`src/rtl/wb_arbiter2_if.sv`:
```
// One Wishbone B4 pipelined link. The master modport drives the request side.
// The slave modport drives the response side.
interface wb_arbiter2_if;
  logic        cyc;
  logic        stb;
  logic        we;
  logic [31:0] adr;
  logic [31:0] dat_w;
  logic [3:0]  sel;
  logic [31:0] dat_r;
  logic        ack;
  logic        err;
  logic        rty;
  logic        stall;

  modport master (
    output cyc, stb, we, adr, dat_w, sel,
    input  dat_r, ack, err, rty, stall
  );

  modport slave (
    input  cyc, stb, we, adr, dat_w, sel,
    output dat_r, ack, err, rty, stall
  );
endinterface

```
`src/rtl/wb_arbiter2.sv`:
```
// Two-master round-robin Wishbone arbiter in front of a single RAM slave.
// It tracks outstanding requests and has a response watchdog.
//
// state  | meaning
// IDLE   | no owner, slave bus quiet, both masters stalled
// GRANT0 | master 0 owns the slave until it drops cyc
// GRANT1 | master 1 owns the slave until it drops cyc
module wb_arbiter2 #(
  parameter int unsigned TIMEOUT = 255
) (
  input  logic          clk_bus,
  input  logic          rst_bus,
  wb_arbiter2_if.slave  m0,
  wb_arbiter2_if.slave  m1,
  wb_arbiter2_if.master s
);

  localparam logic [7:0] WDOG_LAST = 8'(TIMEOUT - 1);

  typedef enum logic [1:0] {
    IDLE   = 2'd0,
    GRANT0 = 2'd1,
    GRANT1 = 2'd2
  } state_t;

  state_t      state;
  logic        last_grant;
  logic [3:0]  outstanding;
  logic [7:0]  wdog;

  logic        g0, g1, granted;
  logic        cyc_g, stb_g, we_g;
  logic [31:0] adr_g, dat_g;
  logic [3:0]  sel_g;
  logic        any_resp, resp_ok, cap, to_fire, accept;

  assign g0      = (state == GRANT0);
  assign g1      = (state == GRANT1);
  assign granted = g0 | g1;

  assign cyc_g = g1 ? m1.cyc   : m0.cyc;
  assign stb_g = g1 ? m1.stb   : m0.stb;
  assign we_g  = g1 ? m1.we    : m0.we;
  assign adr_g = g1 ? m1.adr   : m0.adr;
  assign dat_g = g1 ? m1.dat_w : m0.dat_w;
  assign sel_g = g1 ? m1.sel   : m0.sel;

  // Responses with nothing outstanding are stale and are dropped.
  assign any_resp = s.ack | s.err | s.rty;
  assign resp_ok  = granted && (outstanding != 4'd0) && any_resp;
  assign cap      = (outstanding == 4'hf);
  assign to_fire  = granted && (outstanding != 4'd0) && !any_resp && (wdog == WDOG_LAST);

  // At the cap the strobe is also hidden from the slave so it cannot take it.
  assign s.cyc   = granted & cyc_g & ~to_fire;
  assign s.stb   = granted & stb_g & ~cap & ~to_fire;
  assign s.we    = granted & we_g;
  assign s.adr   = granted ? adr_g : '0;
  assign s.dat_w = granted ? dat_g : '0;
  assign s.sel   = granted ? sel_g : '0;
  assign accept  = s.stb & ~s.stall;

  assign m0.dat_r = g0 ? s.dat_r : '0;
  assign m0.ack   = g0 & resp_ok & s.ack;
  assign m0.err   = g0 & ((resp_ok & s.err) | to_fire);
  assign m0.rty   = g0 & resp_ok & s.rty;
  assign m0.stall = ~g0 | s.stall | cap | to_fire;

  assign m1.dat_r = g1 ? s.dat_r : '0;
  assign m1.ack   = g1 & resp_ok & s.ack;
  assign m1.err   = g1 & ((resp_ok & s.err) | to_fire);
  assign m1.rty   = g1 & resp_ok & s.rty;
  assign m1.stall = ~g1 | s.stall | cap | to_fire;

  always_ff @(posedge clk_bus or negedge rst_bus) begin
    if (!rst_bus) begin
      state       <= IDLE;
      last_grant  <= 1'b1;
      outstanding <= 4'd0;
      wdog        <= 8'd0;
    end else begin
      case (state)
        IDLE: begin
          outstanding <= 4'd0;
          wdog        <= 8'd0;
          if (m0.cyc && (!m1.cyc || last_grant)) begin
            state      <= GRANT0;
            last_grant <= 1'b0;
          end else if (m1.cyc) begin
            state      <= GRANT1;
            last_grant <= 1'b1;
          end
        end
        GRANT0, GRANT1: begin
          if (!cyc_g) begin
            state       <= IDLE;
            outstanding <= 4'd0;
            wdog        <= 8'd0;
          end else if (to_fire) begin
            outstanding <= 4'd0;
            wdog        <= 8'd0;
          end else begin
            if (accept && !resp_ok)
              outstanding <= outstanding + 4'd1;
            else if (!accept && resp_ok)
              outstanding <= outstanding - 4'd1;
            if (resp_ok || outstanding == 4'd0)
              wdog <= 8'd0;
            else
              wdog <= wdog + 8'd1;
          end
        end
        default: state <= IDLE;
      endcase
    end
  end

endmodule

```
`src/flat_wrapper.sv`:
```
// flat-port wrapper written by rule: the top's interface ports become plain ports
module wb_arbiter2_flat 
#(
  parameter int unsigned TIMEOUT = 255
)
  (clk_bus, rst_bus, m0_cyc, m0_stb, m0_we, m0_adr, m0_dat_w, m0_sel, m0_dat_r, m0_ack, m0_err, m0_rty, m0_stall, m1_cyc, m1_stb, m1_we, m1_adr, m1_dat_w, m1_sel, m1_dat_r, m1_ack, m1_err, m1_rty, m1_stall, s_cyc, s_stb, s_we, s_adr, s_dat_w, s_sel, s_dat_r, s_ack, s_err, s_rty, s_stall);
  wb_arbiter2_if m0_i ();
  wb_arbiter2_if m1_i ();
  wb_arbiter2_if s_i ();
  input  logic clk_bus;
  input  logic rst_bus;
  input wire logic [$bits(m0_i.cyc)-1:0] m0_cyc;
  input wire logic [$bits(m0_i.stb)-1:0] m0_stb;
  input wire logic [$bits(m0_i.we)-1:0] m0_we;
  input wire logic [$bits(m0_i.adr)-1:0] m0_adr;
  input wire logic [$bits(m0_i.dat_w)-1:0] m0_dat_w;
  input wire logic [$bits(m0_i.sel)-1:0] m0_sel;
  output wire logic [$bits(m0_i.dat_r)-1:0] m0_dat_r;
  output wire logic [$bits(m0_i.ack)-1:0] m0_ack;
  output wire logic [$bits(m0_i.err)-1:0] m0_err;
  output wire logic [$bits(m0_i.rty)-1:0] m0_rty;
  output wire logic [$bits(m0_i.stall)-1:0] m0_stall;
  input wire logic [$bits(m1_i.cyc)-1:0] m1_cyc;
  input wire logic [$bits(m1_i.stb)-1:0] m1_stb;
  input wire logic [$bits(m1_i.we)-1:0] m1_we;
  input wire logic [$bits(m1_i.adr)-1:0] m1_adr;
  input wire logic [$bits(m1_i.dat_w)-1:0] m1_dat_w;
  input wire logic [$bits(m1_i.sel)-1:0] m1_sel;
  output wire logic [$bits(m1_i.dat_r)-1:0] m1_dat_r;
  output wire logic [$bits(m1_i.ack)-1:0] m1_ack;
  output wire logic [$bits(m1_i.err)-1:0] m1_err;
  output wire logic [$bits(m1_i.rty)-1:0] m1_rty;
  output wire logic [$bits(m1_i.stall)-1:0] m1_stall;
  output wire logic [$bits(s_i.cyc)-1:0] s_cyc;
  output wire logic [$bits(s_i.stb)-1:0] s_stb;
  output wire logic [$bits(s_i.we)-1:0] s_we;
  output wire logic [$bits(s_i.adr)-1:0] s_adr;
  output wire logic [$bits(s_i.dat_w)-1:0] s_dat_w;
  output wire logic [$bits(s_i.sel)-1:0] s_sel;
  input wire logic [$bits(s_i.dat_r)-1:0] s_dat_r;
  input wire logic [$bits(s_i.ack)-1:0] s_ack;
  input wire logic [$bits(s_i.err)-1:0] s_err;
  input wire logic [$bits(s_i.rty)-1:0] s_rty;
  input wire logic [$bits(s_i.stall)-1:0] s_stall;
  assign m0_i.cyc = m0_cyc;
  assign m0_i.stb = m0_stb;
  assign m0_i.we = m0_we;
  assign m0_i.adr = m0_adr;
  assign m0_i.dat_w = m0_dat_w;
  assign m0_i.sel = m0_sel;
  assign m0_dat_r = m0_i.dat_r;
  assign m0_ack = m0_i.ack;
  assign m0_err = m0_i.err;
  assign m0_rty = m0_i.rty;
  assign m0_stall = m0_i.stall;
  assign m1_i.cyc = m1_cyc;
  assign m1_i.stb = m1_stb;
  assign m1_i.we = m1_we;
  assign m1_i.adr = m1_adr;
  assign m1_i.dat_w = m1_dat_w;
  assign m1_i.sel = m1_sel;
  assign m1_dat_r = m1_i.dat_r;
  assign m1_ack = m1_i.ack;
  assign m1_err = m1_i.err;
  assign m1_rty = m1_i.rty;
  assign m1_stall = m1_i.stall;
  assign s_cyc = s_i.cyc;
  assign s_stb = s_i.stb;
  assign s_we = s_i.we;
  assign s_adr = s_i.adr;
  assign s_dat_w = s_i.dat_w;
  assign s_sel = s_i.sel;
  assign s_i.dat_r = s_dat_r;
  assign s_i.ack = s_ack;
  assign s_i.err = s_err;
  assign s_i.rty = s_rty;
  assign s_i.stall = s_stall;
  wb_arbiter2 #(.TIMEOUT(TIMEOUT)) u_core (.clk_bus(clk_bus), .rst_bus(rst_bus), .m0(m0_i), .m1(m1_i), .s(s_i));
endmodule
```
`config.mk`:
```
export PLATFORM = sky130hd
export DESIGN_NAME = wb_arbiter2_flat
export DESIGN_NICKNAME = d
export VERILOG_FILES = /design/src/rtl/wb_arbiter2_if.sv /design/src/rtl/wb_arbiter2.sv /design/src/flat_wrapper.sv
export SDC_FILE = /design/constraint.sdc
export NUM_CORES = 1
export LEC_CHECK = 0
export BUFFER_PORTS_ARGS = -buffer_cell sky130_fd_sc_hd__buf_2
export CORE_AREA = 2 2 124 126
export CTS_CLUSTER_SIZE = 14
export DETAILED_ROUTE_END_ITERATION = 10
export DIE_AREA = 0 0 126 128
export GPL_TIMING_DRIVEN = 0
export PLACE_DENSITY_LB_ADDON = 0.1
export RECOVER_POWER = 100
export SETUP_SLACK_MARGIN = 0.15
export SLEW_MARGIN = 25
export SYNTH_ARGS = -nofsm -noshare
export SYNTH_HDL_FRONTEND = slang
export SYNTH_SLANG_ARGS = --single-unit
```
`constraint.sdc`:
```
create_clock -name clk_bus -period 4.31 [get_ports clk_bus]
set_clock_uncertainty 0.15 [all_clocks]
set_input_delay 0.6465 -clock clk_bus [delete_from_list [all_inputs] [get_ports clk_bus]]
set_output_delay 0.6465 -clock clk_bus [all_outputs]
set_load 0.02 [all_outputs]
```
# After elaboration in Yosys (flattened, before gate mapping)
# Cells that the tools add are included.
[word_totals] ff_bits=15 output_inout_bits=143
[op_classes] reduce_logical=22 mux=26 n_eq_ne=7 n_bitwise=31 addsub=3
[op_table] operator="two-way mux 32 bit" count=6
[op_table] operator="two-way mux 4 bit" count=6
[op_table] operator="two-way mux 8 bit" count=3
[op_table] operator="AND 1 bit" count=16
[op_table] operator="one-hot mux 8 bit (2 select lines)" count=1
[op_table] operator="OR 1 bit" count=10
[op_table] operator="adder 8 x 1 -> 8 bit (second input constant)" count=1
[op_table] operator="== test 8 bit (second input constant)" count=1
[op_table] operator="one-hot mux 4 bit (2 select lines)" count=1
[op_table] operator="logical AND 1 bit" count=7
[op_table] operator="two-way mux 2 bit" count=3
[op_table] operator="AND reduction 2 bit" count=3
[op_table] operator="two-way mux 1 bit" count=5
[op_table] operator="!= test 5 bit (second input constant)" count=1
[op_table] operator="NOT 1 bit" count=5
[op_table] operator="adder 4 x 1 -> 4 bit (second input constant)" count=1
[op_table] operator="== test 4 bit (second input constant)" count=1
[op_table] operator="zero test 1 bit" count=4
[op_table] operator="zero test 4 bit" count=1
[op_table] operator="one-hot mux 2 bit (2 select lines)" count=1
[op_table] operator="nonzero test 2 bit" count=2
[op_table] operator="nonzero test 4 bit" count=1
[op_table] operator="subtractor 4 x 1 -> 4 bit (second input constant)" count=1
[op_table] operator="!= test 3 x 2 -> 1 bit (second input constant)" count=1
[op_table] operator="6 further kinds" count=7

# Longest topological paths before layout
[depth] ltp_word=15 mapped_depth=12 depth_no_buf=11

# Worst setup path after synthesis
# No wires, ideal clock.
[synth_path] path_kind="register -> register" from="register u_core.state[0]" to="register u_core.outstanding[3]" setup_time_ns=0.126 n_path_buf=1 setup_slack_ns=1.098 arrival_ns=2.936 path_stages_with_launch=13 required_time_ns=4.034 cell_sequence="dfrtp_1 -> inv_1 -> ha_1 -> buf_2 -> mux2i_1 -> or3b_1 -> or3_4 -> ha_1 -> a21o_1 -> a21oi_1 -> or4_4 -> and4_4 -> a221o_1"
[synth_via] elab_chain_len=13 word_cells_on_any_way=27
[synth_lines] element="start, declared" line_no="wb_arbiter2.sv:26" rtl="state_t state;"
[synth_lines] element="start signal, assigned" line_no="wb_arbiter2.sv:77" rtl="state <= IDLE;"
[synth_lines] element="start signal, assigned" line_no="wb_arbiter2.sv:87" rtl="state <= GRANT0;"
[synth_lines] element="start signal, assigned" line_no="wb_arbiter2.sv:90" rtl="state <= GRANT1;"
[synth_lines] element="== test 2 x 1 -> 1 bit / == test 2 bit (equally long branches)" line_no="wb_arbiter2.sv:37, wb_arbiter2.sv:82, wb_arbiter2.sv:38"
[synth_lines] element="OR 1 bit" line_no="wb_arbiter2.sv:39" rtl="assign granted = g0 | g1;"
[synth_lines] element="logical AND 1 bit" line_no="wb_arbiter2.sv:50, wb_arbiter2.sv:52"
[synth_lines] element="logical AND 1 bit (2 in a row)" line_no="wb_arbiter2.sv:52" rtl="assign to_fire = granted && (outstanding != 4'd0) && !any_resp && (wdog == WDOG_LAST);"
[synth_lines] element="NOT 1 bit" line_no="wb_arbiter2.sv:56" rtl="assign s.stb = granted & stb_g & ~cap & ~to_fire;"
[synth_lines] element="AND 1 bit" line_no="wb_arbiter2.sv:56"
[synth_lines] element="AND 1 bit" line_no="wb_arbiter2.sv:61" rtl="assign accept = s.stb & ~s.stall;"
[synth_lines] element="logical AND 1 bit" line_no="wb_arbiter2.sv:103" rtl="if (accept && !resp_ok)"
[synth_lines] element="two-way mux 4 bit" line_no="wb_arbiter2.sv:103"
[synth_lines] element="two-way mux 4 bit" line_no="wb_arbiter2.sv:99" rtl="end else if (to_fire) begin"
[synth_lines] element="two-way mux 4 bit" line_no="wb_arbiter2.sv:95" rtl="if (!cyc_g) begin"
[synth_lines] element="one-hot mux 4 bit (2 select lines)" line_no="wb_arbiter2.sv:82" rtl="case (state)"
[synth_lines] element="end signal, assigned" line_no="wb_arbiter2.sv:104" rtl="outstanding <= outstanding + 4'd1;"
[synth_lines] element="end signal, assigned" line_no="wb_arbiter2.sv:106" rtl="outstanding <= outstanding - 4'd1;"
[synth_lines] element="end, declared" line_no="wb_arbiter2.sv:28" rtl="logic [3:0] outstanding;"
# Parallel ways exist; a longest one is shown, timed or not.
# A chain may end at the register's enable or synchronous reset.

# Final worst setup path
[layout_path] from="register u_core.state[0]" to="output s_adr[10]"
[layout_via] elab_chain_len=3 word_cells_on_any_way=5
[layout_lines] element="== test 2 bit / == test 2 x 1 -> 1 bit (equally long branches)" line_no="wb_arbiter2.sv:38, wb_arbiter2.sv:37"
[layout_lines] element="two-way mux 32 bit / OR 1 bit (equally long branches)" line_no="wb_arbiter2.sv:44, wb_arbiter2.sv:39"
[layout_lines] element="two-way mux 32 bit *" line_no="wb_arbiter2.sv:58" rtl="assign s.adr = granted ? adr_g : '0;"
[layout_lines] element="end, declared" line_no="flat_wrapper.sv:37" rtl="output wire logic [$bits(s_i.adr)-1:0] s_adr;"
# Every way passes the cells marked *; elsewhere a longest branch is shown, timed or not.

==> qor.yml <==
run_status:
  outcome: "finished, final reports clean"
grt:
  grt_overflow: 0
  met1_usage_pct: 17.0
  use_met3_pct: 1.75
  grt_first_pass_wirelength_um: 19300
  grt_pass1_vias: 3536
  use_met2_pct: 30.6
  antenna_found_initial: 1
  grt_max_degree: 16
  top_usage_layer: "met2"
  grt_usage_pct: 15.2
clocking:
  post_cts.repair.setup_buffers: 0
  cts_tree: "done"
  cts.clk_slew.worst_paths_ns: 0.05
  ctsHoldBuffers: 0
  h-tree-depth: 1
  cts-resized-gates: 0
  clk_latency_ns: 0.24
  cts_buffer_depth: 2
  cts_num_sinks: 15
  cts_inserted_buffers: 3
  cts.root.buffer_cell: "clkbuf_16"
placement:
  post-place-cells: 852
  place_congestion: 0.807
  io_buffers: 322
  dp_hpwl_um: 12000
routing:
  finalWirelength_um: 13600
  vias: 3631
  antenna_left: 0
  first_iter_violations: 105
  dr.pass1.iters: 4
  drt-vias-per-instance: 4.24
  drc: 0
  wl_per_cell_um: 15.9
yosys:
  yosys-top-cells-area: "mux2i_1 26%, nor2b_1 16%, and2_1 15%"
  muxShareOfSynthArea_pct: 27.0
  avgSynthCellArea_um2: 8.04
  synth_cells: 342
  yosysTopAreaCellShare_pct: 26.2
  synthArstFlopShare_pct: 100
  synth_common_cells: "72 x mux2i_1, 72 x nor2b_1, 66 x and2_1, 15 x clkbuf_1, 14 x dfrtp_1"
  synth_edf_count: 0
  ys_warn_count: 0
  synth_area_mm2: 0.00275
  ys_types: 49
  synthAdderAreaFrac_pct: 4.37
  synth-seq-cells: 15
  synth_compound_area_share_pct: 6.87
  synth_top_family_by_area: "simple AND/OR/NAND/NOR gates"
  synth_seq_area_share_pct: 13.7
  synth_simple_gate_area_share_pct: 41.6
  synth_xor_area_share_pct: 1.27
  yosys_most_used_dff: "dfrtp_1"
  synth_nets: 531
  yosysTopAreaCell: "mux2i_1"
cells_and_area:
  area.growth.synth_to_final_pct: 65.7
  final_nets: 858
  register_area_um2: 377
  fillers: 1698
  multiInputGateArea_mm2: 0.00223
  fin_cells: 857
  drive_above_1_share_pct: 37.4
timing:
  clock.fmax_ghz: 0.260
  grt_setup_unrepaired: "false"
  tns_ns: 0
  layout_min_cycle_time_ns: 3.84
  hold_violations: 0
  setup_viol: 0
  final_max_slew_viol_count: 0
  slew_headroom_pct: 41.7
  worst_pin_slew_ns: 0.874
  finalCritPeriodShare_pct: 89.1
critical_path:
  cp_common_cell: "clkbuf_1"
  crit_type: "reg -> out"
  max_stage_delay_ns: 0.62
  worstPathRequired_ns: 3.51
  worstPathArrival_ns: 3.04
  endpoint_kind: "output pin"
  crit_buf_inv: 5
  worstSetupStartpointType: "register"
  cp_top_family: "buffers and inverters"
  path_cells: "inv_1 > ha_1 > clkbuf_1 > clkbuf_1 > clkbuf_1 > mux2i_1 > nor2b_1 > clkbuf_1"
  critPathMaxFanout: 10
  crit_start: "u_core.state[0]"
  reg2reg_from: "u_core.state[0]"
  crit_slowest_cell: "clkbuf_1"
power:
  p_leak_nw: 2.21
  powerDensity_mw_per_mm2: 578
  p_total_mw: 2.63
  peakVddDrop_mv: 0.188
floorplan:
  die_area_mm2: 0.0161
  fp.dieH_um: 128
  initial_utilization_pct: 18.5
  ios: 323
  fp.dieW_um: 126
  core_area_mm2: 0.0149
  rows: 45
run:
  max_cap_violations: 0
worst_hold_path:
  min_path_type: "in -> async"
metal layers:
layer	up-vias	wire length [µm]
met5	-	0
li1	1815	-
met3	10	612
met2	144	7690
met1	1662	5130
met4	0	202
worst reg2reg max path, delay by kind of cell, from the launching register on:
kind,cells,cell delay [ns]
AOI/OAI and AO/OA,3,0.43
adders and majority gates,2,0.47
buffers and inverters,2,0.54
DFF,1,0.39
muxes,1,0.18
and+or+nand+nor,4,1.49
layout by cell type, fill, tap and decap left out, drive strengths merged, types with 3 or more instances in the layout:
cell type,Yosys,routed
a21oi,3,3
and2,67,67
and3,6,6
buf,10,231
clkbuf,16,120
dfrtp,14,14
ha,8,8
inv,7,7
mux2i,72,72
nand2,9,9
nand3,3,3
nor2,10,10
nor2b,72,72
nor4,3,3
o21ai,3,3
registers in the layout, indices dropped and copies added (netlist names):
signal	count
u_core.wdog	8
u_core.state	2
u_core.outstanding	4
u_core.last_grant	1
kinds of logic (layout without fill, tap and decap cells):
logic type / Yosys count / in the layout
AO/OA/AOI/OAI: 24 / 24
XOR/XNOR: 4 / 4
adder cells (fa/ha/maj): 9 / 9
buffers and inverters: 33 / 359
flip-flops: 15 / 15
multiplexers: 74 / 74
other: 0 / 1
AND/OR/NAND/NOR: 183 / 183
per-stage QoR:
step | hold WS, ns | area, µm² | setup slack (ns) | util, %
finish | 0.348 | 4560 | 0.470 | 30.7
global route | 0.425 | 4560 | 0.276 | 30.7
CTS | 0.176 | 4680 | 0.734 | 31.5
detailed placement | 0.374 | 4600 | 0.843 | 30.9
global placement | 0.361 | 4600 | 0.855 | 30.9
floorplan | 0.201 | 2750 | 1.10 | -
power breakdown:
part	total [mW]	internal (mW)	switching, mW	leakage (nW)
Combinational	2.27	0.809	1.46	1.97
Clock	0.180	0.124	0.0565	0.0409
Sequential	0.187	0.164	0.0229	0.204
Total	2.63	1.10	1.54	2.21
layout make-up:
type,count,area share (%)
clock buffer,3,1.65
tap,188,5.16
inverter,7,0.576
sequential,15,8.26
antenna,1,0.0549
clock inverter,1,0.110
timing repair buffer,322,32.8
buffer,26,2.55
multi-input combinational,294,48.8
final timing paths:
| check | to | slack [ns] | cells past startpoint |
|---|---|---|---|
| min in group clk_bus | u_core.last_grant | 0.38 | 2 |
| max in group asynchronous | u_core.wdog[2] | 3.13 | 1 |
| worst max register to register | u_core.outstanding[3] | 0.54 | 12 |
| worst min-delay path | u_core.wdog[5] | 0.35 | 1 |
| worst min register to register | u_core.last_grant | 0.38 | 2 |
| worst max-delay path | s_adr[10] | 0.47 | 8 |
Note: power is estimated with default switching activity, not from simulation.
